$ cat src/rtl/bit_serial_adder_ctrl_pkg.sv
// Shared types and constants for the bit-serial adder controller.
package bit_serial_adder_ctrl_pkg;

  localparam int unsigned DEF_WIDTH = 8;

  // 2'd3 is unused; the FSM falls back to IDLE if it ever appears.
  typedef enum logic [1:0] {
    S_IDLE = 2'd0,
    S_RUN  = 2'd1,
    S_DONE = 2'd2
  } state_e;

endpackage

$ cat src/rtl/bit_serial_adder_ctrl_if.sv
// Request/response bundle for the bit-serial adder.
interface bit_serial_adder_ctrl_if #(
  parameter int WIDTH = 8
) ();
  logic             start;
  logic [WIDTH-1:0] a;
  logic [WIDTH-1:0] b;
  logic             cin;
  logic             busy;
  logic             done;
  logic [WIDTH-1:0] sum;
  logic             cout;
  logic             ovf;

  modport master (
    output start, a, b, cin,
    input  busy, done, sum, cout, ovf
  );

  modport slave (
    input  start, a, b, cin,
    output busy, done, sum, cout, ovf
  );
endinterface

$ cat src/rtl/bit_serial_adder_ctrl_fa.sv
// Half-adder cell and the 1-bit full adder built from two of them.
module ha_cell (
  input  logic a,
  input  logic b,
  output logic s,
  output logic c
);
  assign s = a ^ b;
  assign c = a & b;
endmodule

module serial_fa_cell (
  input  logic a,
  input  logic b,
  input  logic ci,
  output logic s,
  output logic co
);
  logic s1, c1, c2;

  ha_cell u_ha0 (.a(a),  .b(b),  .s(s1), .c(c1));
  ha_cell u_ha1 (.a(s1), .b(ci), .s(s),  .c(c2));

  assign co = c1 | c2;
endmodule

$ cat src/rtl/bit_serial_adder_ctrl.sv
// Bit-serial adder: one full-adder cell reused over WIDTH cycles, LSB first.
module bit_serial_adder_ctrl
  import bit_serial_adder_ctrl_pkg::*;
#(
  parameter int WIDTH = DEF_WIDTH
) (
  input  logic                     clk,
  input  logic                     rst_n,
  bit_serial_adder_ctrl_if.slave   bus
);
  localparam int CNT_W = $clog2(WIDTH);
  localparam logic [CNT_W-1:0] LAST = CNT_W'(WIDTH - 1);

  state_e           state, state_nxt;
  logic [WIDTH-1:0] a_sh, b_sh;
  logic [WIDTH-2:0] res_sh;     // partial sum bits, newest at the top
  logic [WIDTH-1:0] res_cat;    // res_sh with this cycle's bit prepended
  logic [WIDTH-1:0] sum_q;
  logic             carry, cout_q, ovf_q;
  logic [CNT_W-1:0] count;
  logic             fa_s, fa_c;

  serial_fa_cell u_fa (
    .a  (a_sh[0]),
    .b  (b_sh[0]),
    .ci (carry),
    .s  (fa_s),
    .co (fa_c)
  );

  assign res_cat = {fa_s, res_sh};

  // State register
  always_ff @(posedge clk or negedge rst_n) begin
    if (!rst_n) state <= S_IDLE;
    else        state <= state_nxt;
  end

  // Next-state: DONE is a single-cycle pulse, start only heard in IDLE
  always_comb begin
    state_nxt = S_IDLE;
    case (state)
      S_IDLE:  state_nxt = bus.start ? S_RUN : S_IDLE;
      S_RUN:   state_nxt = (count == LAST) ? S_DONE : S_RUN;
      S_DONE:  state_nxt = S_IDLE;
      default: state_nxt = S_IDLE;
    endcase
  end

  // Operand capture, serial shift, and result commit on the final bit
  always_ff @(posedge clk or negedge rst_n) begin
    if (!rst_n) begin
      a_sh   <= '0;
      b_sh   <= '0;
      res_sh <= '0;
      carry  <= 1'b0;
      count  <= '0;
      sum_q  <= '0;
      cout_q <= 1'b0;
      ovf_q  <= 1'b0;
    end else begin
      case (state)
        S_IDLE: begin
          if (bus.start) begin
            a_sh  <= bus.a;
            b_sh  <= bus.b;
            carry <= bus.cin;
            count <= '0;
          end
        end
        S_RUN: begin
          a_sh   <= a_sh >> 1;
          b_sh   <= b_sh >> 1;
          res_sh <= res_cat[WIDTH-1:1];
          carry  <= fa_c;
          count  <= count + 1'b1;
          if (count == LAST) begin
            // carry here is the carry into the MSB
            sum_q  <= res_cat;
            cout_q <= fa_c;
            ovf_q  <= carry ^ fa_c;
          end
        end
        default: ;
      endcase
    end
  end

  assign bus.busy = (state != S_IDLE);
  assign bus.done = (state == S_DONE);
  assign bus.sum  = sum_q;
  assign bus.cout = cout_q;
  assign bus.ovf  = ovf_q;

endmodule

$ cat src/flat_wrapper.sv
// flat-port wrapper written by rule: the top's interface ports become plain ports
module bit_serial_adder_ctrl_flat import bit_serial_adder_ctrl_pkg::*;
#(
  parameter int WIDTH = DEF_WIDTH
)
  (clk, rst_n, bus_start, bus_a, bus_b, bus_cin, bus_busy, bus_done, bus_sum, bus_cout, bus_ovf);
  bit_serial_adder_ctrl_if #(.WIDTH(WIDTH)) bus_i ();
  input  logic clk;
  input  logic rst_n;
  input wire logic [$bits(bus_i.start)-1:0] bus_start;
  input wire logic [$bits(bus_i.a)-1:0] bus_a;
  input wire logic [$bits(bus_i.b)-1:0] bus_b;
  input wire logic [$bits(bus_i.cin)-1:0] bus_cin;
  output wire logic [$bits(bus_i.busy)-1:0] bus_busy;
  output wire logic [$bits(bus_i.done)-1:0] bus_done;
  output wire logic [$bits(bus_i.sum)-1:0] bus_sum;
  output wire logic [$bits(bus_i.cout)-1:0] bus_cout;
  output wire logic [$bits(bus_i.ovf)-1:0] bus_ovf;
  assign bus_i.start = bus_start;
  assign bus_i.a = bus_a;
  assign bus_i.b = bus_b;
  assign bus_i.cin = bus_cin;
  assign bus_busy = bus_i.busy;
  assign bus_done = bus_i.done;
  assign bus_sum = bus_i.sum;
  assign bus_cout = bus_i.cout;
  assign bus_ovf = bus_i.ovf;
  bit_serial_adder_ctrl #(.WIDTH(WIDTH)) u_core (.clk(clk), .rst_n(rst_n), .bus(bus_i));
endmodule
$ cat config.mk
export PLATFORM = sky130hd
export DESIGN_NAME = bit_serial_adder_ctrl_flat
export DESIGN_NICKNAME = d
export VERILOG_FILES = /design/src/rtl/bit_serial_adder_ctrl_pkg.sv /design/src/rtl/bit_serial_adder_ctrl_if.sv /design/src/rtl/bit_serial_adder_ctrl_fa.sv /design/src/rtl/bit_serial_adder_ctrl.sv /design/src/flat_wrapper.sv
export SDC_FILE = /design/constraint.sdc
export NUM_CORES = 1
export LEC_CHECK = 0
export ABC_AREA = 0
export CAP_MARGIN = 20
export CORE_ASPECT_RATIO = 1.75
export CORE_MARGIN = 2
export CORE_UTILIZATION = 60
export DETAILED_ROUTE_END_ITERATION = 16
export DONT_BUFFER_PORTS = 1
export PLACE_DENSITY = 0.76
export SLEW_MARGIN = 5
export SYNTH_ARGS = -nofsm -noshare
export SYNTH_HDL_FRONTEND = slang
export SYNTH_HIERARCHICAL = 1
export SYNTH_SLANG_ARGS = --single-unit
$ cat constraint.sdc
create_clock -name clk -period 4.81 [get_ports clk]
set_input_delay 0.7215 -clock clk [delete_from_list [all_inputs] [get_ports clk]]
set_output_delay 0.7215 -clock clk [all_outputs]
set_load 0.02 [all_outputs]
=== Yosys cells after proc, flatten, opt, wreduce, memory -nomap -nowiden ===
Index checks and enable logic that the tools add are counted.

* Register bits: 39
* Output and inout bits: 12
* Input bits: 20
* Word-level logic and storage cells: 36

* Reductions and logical operators: 5
* Equal/unequal tests: 4
* Bitwise gates (word level): 6
* Multiplexer cells: 11
* Add/sub/neg operators: 1

{| class="wikitable"
|+ Operators by type and width
! cell !! number
|-
| $pmux 8 s2 || 2
|-
| $mux 8 || 2
|-
| $pmux 3 s2 || 1
|-
| $pmux 2 s2 || 1
|-
| $reduce_and 2->1 || 2
|-
| $reduce_bool 2->1 || 2
|-
| $add 3x1->3 const B || 1
|-
| $eq 3x3->1 const B || 1
|-
| $mux 3 || 1
|-
| $xor 1x1->1 || 3
|-
| $and 1x1->1 || 2
|-
| $eq 2x1->1 const B || 1
|-
| $eq 2x2->1 const B || 1
|-
| $logic_not 2->1 || 1
|-
| $mux 1 || 2
|-
| $mux 2 || 1
|-
| $ne 2x2->1 const B || 1
|-
| $pmux 1 s2 || 1
|-
| $or 1x1->1 || 1
|}

=== Longest topological paths before layout ===
Gate-level depths: netlist of run 1.

* Depth after elaboration: 4
* Depth in mapped cells: 5
* Gate-level depth less buffers: 5

=== By module ===
The synthesis of run 1 kept the hierarchy.

{| class="wikitable"
|+ By module, submodules not included
! module !! times used !! cells an instance !! area each (um^2)
|-
| bit_serial_adder_ctrl || 1 || 121 || 1,751.7
|-
| ha_cell || 2 || 1 || 12.5
|-
| serial_fa_cell || 1 || 1 || 6.3
|}

=== Worst setup path after synthesis of run 1 ===
OpenSTA, ideal clock, no wires.

* Path kind: register to output
* Start: reg u_core.state[0]
* End: out bus_busy
* Data required time: 4.089 ns
* Buffers on the path: 2
* Path slack: 3.120 ns
* Stages on the path, launching flop included: 4
* Data arrival time: 0.969 ns
* Path through: dfrtp_1 > buf_6 > clkbuf_2 > or2_2

* Longest elaborated chain between the ends: 1

{| class="wikitable"
|+ Ends and longest elaborated chain
! what !! RTL line !! text
|-
| start: declaration || bit_serial_adder_ctrl.sv:14 || <nowiki>state_e state, state_nxt;</nowiki>
|-
| start signal: assignment || bit_serial_adder_ctrl.sv:36 || <nowiki>else state <= state_nxt;</nowiki>
|-
| $reduce_bool 2->1 || bit_serial_adder_ctrl.sv:89 || <nowiki>assign bus.busy = (state != S_IDLE);</nowiki>
|-
| end: declaration || flat_wrapper.sv:14 || <nowiki>output wire logic [$bits(bus_i.busy)-1:0] bus_busy;</nowiki>
|}

No other way between the ends.

=== Worst setup path in the final report of run 1 ===
* Start: reg u_core.state[1]
* End: out bus_done

* Longest elaborated chain between the ends: 1

{| class="wikitable"
|+ Ends and longest elaborated chain
! what !! RTL line !! text
|-
| $eq 2x2->1 || bit_serial_adder_ctrl.sv:90 || <nowiki>assign bus.done = (state == S_DONE);</nowiki>
|-
| end: declaration || flat_wrapper.sv:15 || <nowiki>output wire logic [$bits(bus_i.done)-1:0] bus_done;</nowiki>
|}

No other way between the ends.

==> impl_metrics.csv, run 1 <==
group,metric,value,unit
die,die-area,3440,µm²
clock_tree,cts_tree,"done",
timing,rsz0062_at_grt,"no",
setup_path,cp.arrival,1450,ps
clock_tree,cts_sinks,39,
logic_synthesis,ys_top_cells_by_area,"dfrtp_1 55%, mux2_2 10%, o221a_2 9.5%, or4b_1 8.4%, ha_1 2.8%",
global_route,grt_util_all_layers,18.7,%
logic_synthesis,synth_top_cell_area_share,54.7,%
clock_tree,cts_setup_buffers,0,
drt,wl_per_cell,18.6,µm
drt,drt-vias-per-instance,6.93,
global_route,grt_pass1_vias,1060,
timing,finalHoldViolCount,0,
cells_and_area,stdcell_count,148,
logic_synthesis,syn_nets,148,
die,core.rowCount,26,
timing,finalSetupTns,0,ps
clock_tree,clock_path_buffers,2,
setup_path,max_stage_delay,740,ps
setup_path,critPathMaxFanout,27,
clock_tree,htree_levels,2,
clock_tree,root_buffer,"clkbuf_8",
drt,wl,2760,µm
logic_synthesis,syn_avg_cell_area,14.4,µm²
hold_path,hp-class,"primary input to asynchronous set/reset pin",
cells_and_area,layout.cells.most_common_list,"39 x dfrtp_1, 16 x mux2_2, 15 x or4b_1, 15 x o221a_2, 6 x clkbuf_8",
cells_and_area,fillers,218,
setup_path,path_buf_inv,0,
timing,period_needed,2170,ps
global_route,grt_pass1_wl,4720,µm
logic_synthesis,ys_seq_area_share,54.7,%
timing,relSlewSlack,43.8,%
timing,max_clock_freq,460,MHz
clock_tree,ctsResizeCount,0,
setup_path,cp_slowest_cell,"dfrtp_1",
setup_path,path_cells,"nor2b_1",
global_route,grt_overflow,0,
logic_synthesis,synth.largest_area_cell,"dfrtp_1",
clock_tree,numCtsBuffers,5,
timing,finClkSkew,6.79,ps
setup_path,path_class,"flip-flop to output port",
global_route,grt_max_degree,40,
clock_tree,holdBufCountCts,0,
cells_and_area,drive_above_1_share,33.3,%
placed_design,place.gp.congestion,0.736,
drt,vias,1025,
logic_synthesis,yosysUniqueCellTypes,27,
flow_run,maxCapViolations,0,
placed_design,dp_hpwl,1890,µm
cells_and_area,final_common_cell,"dfrtp_1",
cells_and_area,diodes,0,
setup_path,start_kind,"flip-flop",
clock_tree,insertion_delay,280,ps
pwr,ir_drop,483,µV
placed_design,portBuffers,0,
timing,period_share,45.2,%
timing,worst_pin_slew,843,ps
logic_synthesis,syn-cell-area,1780,µm²
placed_design,place_inst,140,
global_route,antenna_found_initial,0,
pwr,powerDensity,712,nW/µm²
cells_and_area,finalNetCount,143,
die,die_h,76.1,µm
die,pin_count,32,
pwr,leakagePower,0.803,nW
timing,setup_viol,0,
die,die_w,45.2,µm
cells_and_area,syn2layout_area_growth,4.14,%
setup_path,end_kind,"output port",
die,initial_core_util,62.3,%
logic_synthesis,synth.ff_latch_count,39,
setup_path,critPathTopFamily,"flip-flops",
logic_synthesis,syn_inst,124,
drt,drc,0,
setup_path,required,4090,ps
clock_tree,cts.clk_slew.worst_paths,80,ps
timing,drv_slew,0,
die,core,2860,µm²
drt,dr.pass1.iters,4,
drt,drt-initial-drc-count,25,
drt,ant_nets,0,
status,status,"completed",
logic_synthesis,yosys_warnings,6,
-- final timing paths --
kind,start,end,slack [ps],cells past startpoint
setup reg to reg,u_core/state[0]$_DFF_PN0_,u_core/b_sh[5]$_DFFE_PN0P_,2790,2
max in group asynchronous,rst_n,u_core/a_sh[0]$_DFFE_PN0P_,4600,0
min in group clk,u_core/count[0]$_DFFE_PN0P_,u_core/count[0]$_DFFE_PN0P_,500,1
hold / removal,rst_n,u_core/res_sh[4]$_DFFE_PN0N_,120,0
hold reg to reg,u_core/count[0]$_DFFE_PN0P_,u_core/count[0]$_DFFE_PN0P_,500,1
setup / recovery,u_core/state[1]$_DFF_PN0_,bus_done,2640,1
-- kinds of logic (layout without fill, tap and decap cells) --
family	Yosys count	count (layout)	synth area share, %
flip-flops	39	39	54.7
AND/OR/NAND/NOR	27	27	13.3
AO/OA/AOI/OAI	22	22	12.7
multiplexers	18	18	11.3
buffers and inverters	13	9	4.63
adder cells (fa/ha/maj)	4	4	2.81
XOR/XNOR	1	1	0.491
-- synthesized netlist by cell type --
cell and n:
mux2_1 1, mux2i_1 1, and2b_1 1, clkbuf_2 2, xor2_1 1, inv_1 1, a211o_1 2, dfrtp_1 39
or4b_1 15, ha_1 4, a22o_1 2, or2_1 1, a21oi_1 1, buf_2 7, buf_4 1, or2_2 1
nor2b_1 1, buf_6 1, mux2_2 16, nand2b_1 3, nor4bb_1 2, nor3b_1 2, buf_8 1, o21bai_1 1
o221a_2 15, o21ba_1 1, nand3b_1 1
-- cell type report --
class	instances	area [µm²]	area share (%)
inverters	1	3.75	0.202
clock inverters	2	35.0	1.89
multi-input cells	72	724	39.0
clock buffers	6	82.6	4.45
flip-flops and latches	39	976	52.6
well taps	28	35.0	1.89
-- flip-flops by register name (all words and copies together) (netlist names) --
| signal | flops |
|---|---|
| u_core/a_sh | 8 |
| u_core/b_sh | 8 |
| u_core/bus.sum | 8 |
| u_core/res_sh | 7 |
| u_core/count | 3 |
| u_core/state | 2 |
| u_core/bus.cout | 1 |
| u_core/bus.ovf | 1 |
| u_core/carry | 1 |
-- routing by layer --
layer / routed length (µm) / GRT usage, % / vias up
li1: - / - / 471
met1: 1070 / 20.8 / 518
met2: 1510 / 31.4 / 32
met3: 136 / 4.98 / 4
met4: 37 / 8.82 / 0
met5: 0 / 0 / -
-- metrics by stage --
step	power, mW	setup slack [ps]	instance area (µm²)	util [%]	hold WS (ps)
global placement	1.03	2870	1740	60.8	427
CTS	1.34	2630	1860	64.9	113
global route	1.41	2530	1860	64.9	101
detailed placement	1.06	2810	1740	60.8	427
finish	1.32	2640	1860	64.9	122
floorplan	1.00	3120	1780	-	426
-- power by group --
part	internal [mW]	switching [mW]
clock network	0.168	0.108
logic	0.242	0.142
registers	0.486	0.176
No activity file was read; power rests on OpenSTA's default activity.
==> run 2, diff against run 1 <==
--- a/config.mk
+++ b/config.mk
@@ -9,10 +9,10 @@
 export CAP_MARGIN = 20
 export CORE_ASPECT_RATIO = 1.75
 export CORE_MARGIN = 2
-export CORE_UTILIZATION = 60
+export CORE_UTILIZATION = 55
 export DETAILED_ROUTE_END_ITERATION = 16
 export DONT_BUFFER_PORTS = 1
-export PLACE_DENSITY = 0.76
+export PLACE_DENSITY = 0.73
 export SLEW_MARGIN = 5
 export SYNTH_ARGS = -nofsm -noshare
 export SYNTH_HDL_FRONTEND = slang
==> constraint.sdc (replaced) <==
create_clock -name clk -period 1.8 [get_ports clk]
set_input_delay 0.27 -clock clk [delete_from_list [all_inputs] [get_ports clk]]
set_output_delay 0.27 -clock clk [all_outputs]
set_load 0.02 [all_outputs]
==> run 2 against run 1 <==
Compared with the run above: die area up 8.4%; critical path depth up 4; sequential power rose to 2.6 times the previous value; flip-flop and latch count unchanged; hold slack better by 16 ps; total power rose to 2.6 times the previous value; setup slack worse by 2500 ps; clock power up 89%; count of clock-buffer cells in the layout unchanged; largest power group unchanged.
==> impl_metrics.csv, run 2 (synthesis results as in run 1) <==
group,metric,value,unit
global_route,grt_pass1_wl,4870,µm
placed_design,place.gp.congestion,0.722,
setup_path,reg2reg_slack,120,ps
drt,drt-initial-drc-count,20,
setup_path,end_kind,"flip-flop",
drt,wl_per_cell,17.1,µm
timing,relSlewSlack,64.1,%
status,status,"completed",
hold_path,hp-class,"primary input to flip-flop",
timing,max_clock_freq,594,MHz
drt,dr.pass1.iters,4,
drt,drc,0,
die,pin_count,32,
clock_tree,insertion_delay,280,ps
setup_path,reg2reg_to,"u_core/bus.ovf$_DFFE_PN0P_",
setup_path,r2r_start,"u_core/a_sh[0]$_DFFE_PN0P_",
timing,finalHoldViolCount,0,
hold_path,hold_end,"u_core/state[0]$_DFF_PN0_",
clock_tree,cts_sinks,39,
setup_path,start_kind,"flip-flop",
placed_design,dp_hpwl,2060,µm
global_route,grt_max_degree,40,
clock_tree,htree_levels,2,
cells_and_area,syn2layout_area_growth,6.46,%
global_route,grt_pass1_vias,1082,
timing,worst_pin_slew,539,ps
pwr,ir_drop,878,µV
die,die_h,79.3,µm
clock_tree,clock_path_buffers,2,
cells_and_area,final_core_util,61.1,%
die,core,3110,µm²
hold_path,hp-start,"bus_start",
clock_tree,holdBufCountCts,2,
setup_path,critPathMaxFanout,3,
clock_tree,cts_tree,"done",
clock_tree,root_buffer,"clkbuf_8",
cells_and_area,diodes,0,
timing,setup_viol,0,
clock_tree,numCtsBuffers,5,
pwr,leakagePower,0.816,nW
drt,ant_nets,0,
cells_and_area,fillers,263,
timing,finalSetupTns,0,ps
setup_path,required,1960,ps
drt,vias,1044,
flow_run,maxCapViolations,0,
timing,drv_slew,0,
global_route,grt_overflow,0,
setup_path,path_class,"flip-flop to flip-flop",
cells_and_area,drive_above_1_share,34.4,%
global_route,grt_util_all_layers,18.4,%
setup_path,cp.arrival,1850,ps
die,core.rowCount,27,
pwr,powerDensity,1800,nW/µm²
global_route,antenna_found_initial,0,
clock_tree,cts_setup_buffers,0,
cells_and_area,layout.cells.most_common_list,"39 x dfrtp_1, 16 x mux2_2, 15 x or4b_1, 15 x o221a_2",
drt,drt-vias-per-instance,6.21,
drt,wl,2870,µm
setup_path,ff2ff_path_depth,5,
die,initial_core_util,57.4,%
die,die_w,47.0,µm
clock_tree,cts.clk_slew.worst_paths,70,ps
timing,period_needed,1680,ps
timing,rsz0062_at_grt,"no",
cells_and_area,finalNetCount,150,
clock_tree,ctsResizeCount,0,
placed_design,portBuffers,0,
timing,period_share,93.6,%
cells_and_area,final_common_cell,"dfrtp_1",
timing,finClkSkew,5.92,ps
die,die-area,3730,µm²
hold_path,hold_depth,2,
[run 2: worst max-delay path by stage]
| stage | startpoint | endpoint | slack [ps] | cells past startpoint |
|---|---|---|---|---|
| final | u_core/a_sh[0]$_DFFE_PN0P_ | u_core/bus.ovf$_DFFE_PN0P_ | 120 | 5 |
| after global routing | u_core/state[1]$_DFF_PN0_ | bus_done | 4 | 2 |
| after CTS | u_core/state[1]$_DFF_PN0_ | bus_done | 100 | 2 |
| after detailed placement | u_core/a_sh[0]$_DFFE_PN0P_ | u_core/bus.ovf$_DFFE_PN0P_ | 120 | 5 |
| after global placement | u_core/a_sh[0]$_DFFE_PN0P_ | u_core/bus.ovf$_DFFE_PN0P_ | 170 | 5 |
| after floorplan | u_core/a_sh[0]$_DFFE_PN0P_ | u_core/bus.ovf$_DFFE_PN0P_ | 200 | 5 |
[run 2: layout make-up]
cell class	count	area [µm²]	share of cell area (%)
timing repair buffer	7	67.6	3.56
multi-input combinational	72	724	38.2
sequential	39	976	51.4
inverter	1	3.75	0.198
tap	43	53.8	2.83
clock buffer	6	72.6	3.82
[run 2: routing by layer]
metal / part of all wire, % / global-route usage, %
met1: 38 / 20.2
met2: 56 / 30.8
met3: 4.5 / 6.36
met4: 1.2 / 7.50
met5: 0 / 0
[run 2: power breakdown]
part,internal (mW),switching (mW),total (mW)
clock network,0.258,0.264,0.522
registers,1.30,0.416,1.72
logic,0.701,0.468,1.17
[run 2: worst max-delay path: stages, from the launching register on]
cell     delay [ps]
dfrtp_1         390
ha_1            300
ha_1            190
or2_1           260
xor2_1          170
mux2_2          260
[run 2: through the flow]
| stage | worst slack (ps) | hold WS (ps) | instance area, µm² | total power, mW | std cells |
|---|---|---|---|---|---|
| floorplan | 199 | -25.6 | 1780 | 2.69 | 124 |
| detailed placement | 121 | -24.6 | 1800 | 2.91 | 160 |
| global placement | 173 | -24.5 | 1800 | 2.82 | 160 |
| CTS | 103 | 125 | 1900 | 3.46 | 168 |
| global route | 4.22 | 132 | 1900 | 3.64 | 168 |
| finish | 115 | 138 | 1900 | 3.41 | 168 |
==> run 3, diff against run 2 <==
--- a/config.mk
+++ b/config.mk
@@ -12,7 +12,10 @@
 export CORE_UTILIZATION = 55
 export DETAILED_ROUTE_END_ITERATION = 16
 export DONT_BUFFER_PORTS = 1
+export GPL_TIMING_DRIVEN = 0
 export PLACE_DENSITY = 0.73
+export REMOVE_ABC_BUFFERS = 1
+export SKIP_LAST_GASP = 1
 export SLEW_MARGIN = 5
 export SYNTH_ARGS = -nofsm -noshare
 export SYNTH_HDL_FRONTEND = slang
==> run 3 against run 2 <==
Compared with the run above: routed wire length shrank 4.7%; final cell count shrank 1.2%; critical endpoint unchanged; largest cell class unchanged; global-route usage shrank 0.96 points; hold slack lost 4.2 ps; critical path depth is the same; sequential power grew 3%; design area grew 0.59%; total power grew 1.3%; flip-flop and latch count is the same; maximum frequency grew 1.1%.
==> impl_metrics.csv, run 3 (synthesis results as in run 1) <==
group,metric,value,unit
status,status,"completed",
cells_and_area,syn2layout_area_growth,7.09,%
cells_and_area,layout.area.seq,978,µm²
drt,wl,2730,µm
hold_path,hp-class,"primary input to flip-flop",
clock_tree,root_buffer,"clkbuf_8",
global_route,grt_util_all_layers,17.5,%
die,core,3110,µm²
cells_and_area,stdcell_count,166,
setup_path,r2r_start,"u_core/a_sh[0]$_DFFE_PN0P_",
cells_and_area,multi_input_area,732,µm²
setup_path,cp_slowest_cell,"dfrtp_1",
timing,worst_pin_slew,549,ps
timing,finalSetupTns,0,ps
cells_and_area,final_area,1910,µm²
drt,dr.pass1.iters,3,
pwr,powerDensity,1810,nW/µm²
timing,fin_ws,134,ps
setup_path,critPathMaxFanout,3,
pwr,ir_drop,885,µV
drt,drt-vias-per-instance,6.24,
placed_design,pre_cts_ws,-316,ps
placed_design,place.gp.congestion,0.697,
pwr,leakagePower,0.809,nW
setup_path,path_class,"flip-flop to flip-flop",
cells_and_area,drive_above_1_share,36.6,%
drt,drc,0,
clock_tree,insertion_delay,280,ps
flow_run,maxCapViolations,0,
global_route,grt_overflow,0,
cells_and_area,layout.cells.most_common_list,"37 x dfrtp_1, 16 x mux2_2, 15 x or4b_1, 15 x o221a_2, 7 x clkbuf_8",
hold_path,hp-start,"bus_start",
timing,finalHoldViolCount,0,
cells_and_area,fillers,265,
clock_tree,cts_tree,"done",
cells_and_area,final_common_cell,"dfrtp_1",
timing,max_clock_freq,600,MHz
timing,drv_slew,0,
die,die_h,79.3,µm
placed_design,portBuffers,0,
timing,finClkSkew,4.57,ps
drt,drt-initial-drc-count,17,
global_route,grt_pass1_vias,994,
setup_path,path_cells,"ha_1, ha_1, or2_1, xor2_1, mux2_2",
timing,period_share,92.5,%
global_route,grt_pass1_wl,4640,µm
global_route,grt_max_degree,40,
placed_design,dp_hpwl,1860,µm
placed_design,place_inst,155,
setup_path,startpoint,"u_core/a_sh[0]$_DFFE_PN0P_",
cells_and_area,finalNetCount,146,
die,pin_count,32,
setup_path,start_kind,"flip-flop",
clock_tree,clock_path_buffers,2,
cells_and_area,diodes,0,
die,die_w,47.0,µm
die,core.rowCount,27,
drt,vias,1036,
setup_path,required,1980,ps
setup_path,cp.arrival,1840,ps
clock_tree,cts_sinks,39,
setup_path,crit_top_cell,"ha_1",
die,die-area,3730,µm²
global_route,antenna_found_initial,0,
timing,relSlewSlack,63.4,%
setup_path,end_kind,"flip-flop",
drt,ant_nets,0,
timing,period_needed,1670,ps
placed_design,placed_area,1760,µm²
clock_tree,numCtsBuffers,5,
die,initial_core_util,57.4,%
timing,setup_viol,0,
clock_tree,cts.clk_slew.worst_paths,70,ps
drt,wl_per_cell,16.5,µm
setup_path,max_stage_delay,390,ps
clock_tree,htree_levels,2,
timing,rsz0062_at_grt,"no",
==> run 3: cell count changes in the layout (fill, tap and decap cells not counted), moves of 2 or more <==
cell	change
dfrtp_2	+2
buf_4	-4
dfrtp_1	-2
clkbuf_8	+2
==> run 3: worst max-delay path, delay by kind of cell, from the launching register on <==
family / cells / cell delay, ps
xor gates and xnor gates: 1 / 160
DFF: 1 / 390
adders and majority gates: 2 / 490
muxes: 1 / 250
and+or+nand+nor: 1 / 260
==> run 3: metrics by stage <==
step | hold slack, ps | util (%) | total power, mW
finish | 134 | 61.4 | 3.45
global route | 129 | 61.4 | 3.75
CTS | 126 | 61.2 | 3.51
detailed placement | -24.7 | 56.6 | 2.83
global placement | -24.7 | 56.6 | 2.76
floorplan | -25.6 | - | 2.57
==> run 3: final timing paths <==
check,end,slack [ps],cells after the start
worst max-delay path,u_core/bus.ovf$_DFFE_PN0P_,130,5
worst min-delay path,u_core/state[0]$_DFF_PN0_,130,2
worst max register to register,u_core/bus.ovf$_DFFE_PN0P_,130,5
worst min register to register,u_core/count[0]$_DFFE_PN0P_,490,1
max in group asynchronous,u_core/state[0]$_DFF_PN0_,1170,2
min in group asynchronous,u_core/bus.cout$_DFFE_PN0P_,440,2
==> run 3: timing repair <==
action | in CTS | in global routing
gates resized for setup | 4 | 0
hold endpoints to repair | 39 | 0
endpoints found under the setup margin | 32 | 10
hold buffers | 2 | 0
buffers inserted | 0 | 1
pin swaps | 0 | 1
==> run 3: power breakdown <==
part	switching (mW)	total [mW]	leakage (nW)	internal (mW)
sequential	0.466	1.77	0.464	1.30
clock	0.285	0.633	0.0505	0.348
combinational	0.396	1.05	0.294	0.657
==> run 3: area by class of cell <==
class / count / area share (%)
clock buffer: 7 / 5.05
clock inverter: 1 / 0.393
inverter: 1 / 0.197
multi-input combinational: 72 / 38.3
sequential: 39 / 51.2
tap: 43 / 2.82
timing repair buffer: 3 / 1.97
==> run 3: routing by layer <==
layer | vias to the layer above | part of all wire (%) | track usage, %
li1 | 480 | - | -
met1 | 519 | 39 | 21.6
met2 | 31 | 53 | 27.5
met3 | 6 | 5.1 | 4.77
met4 | 0 | 2.1 | 7.50
met5 | - | 0 | 0
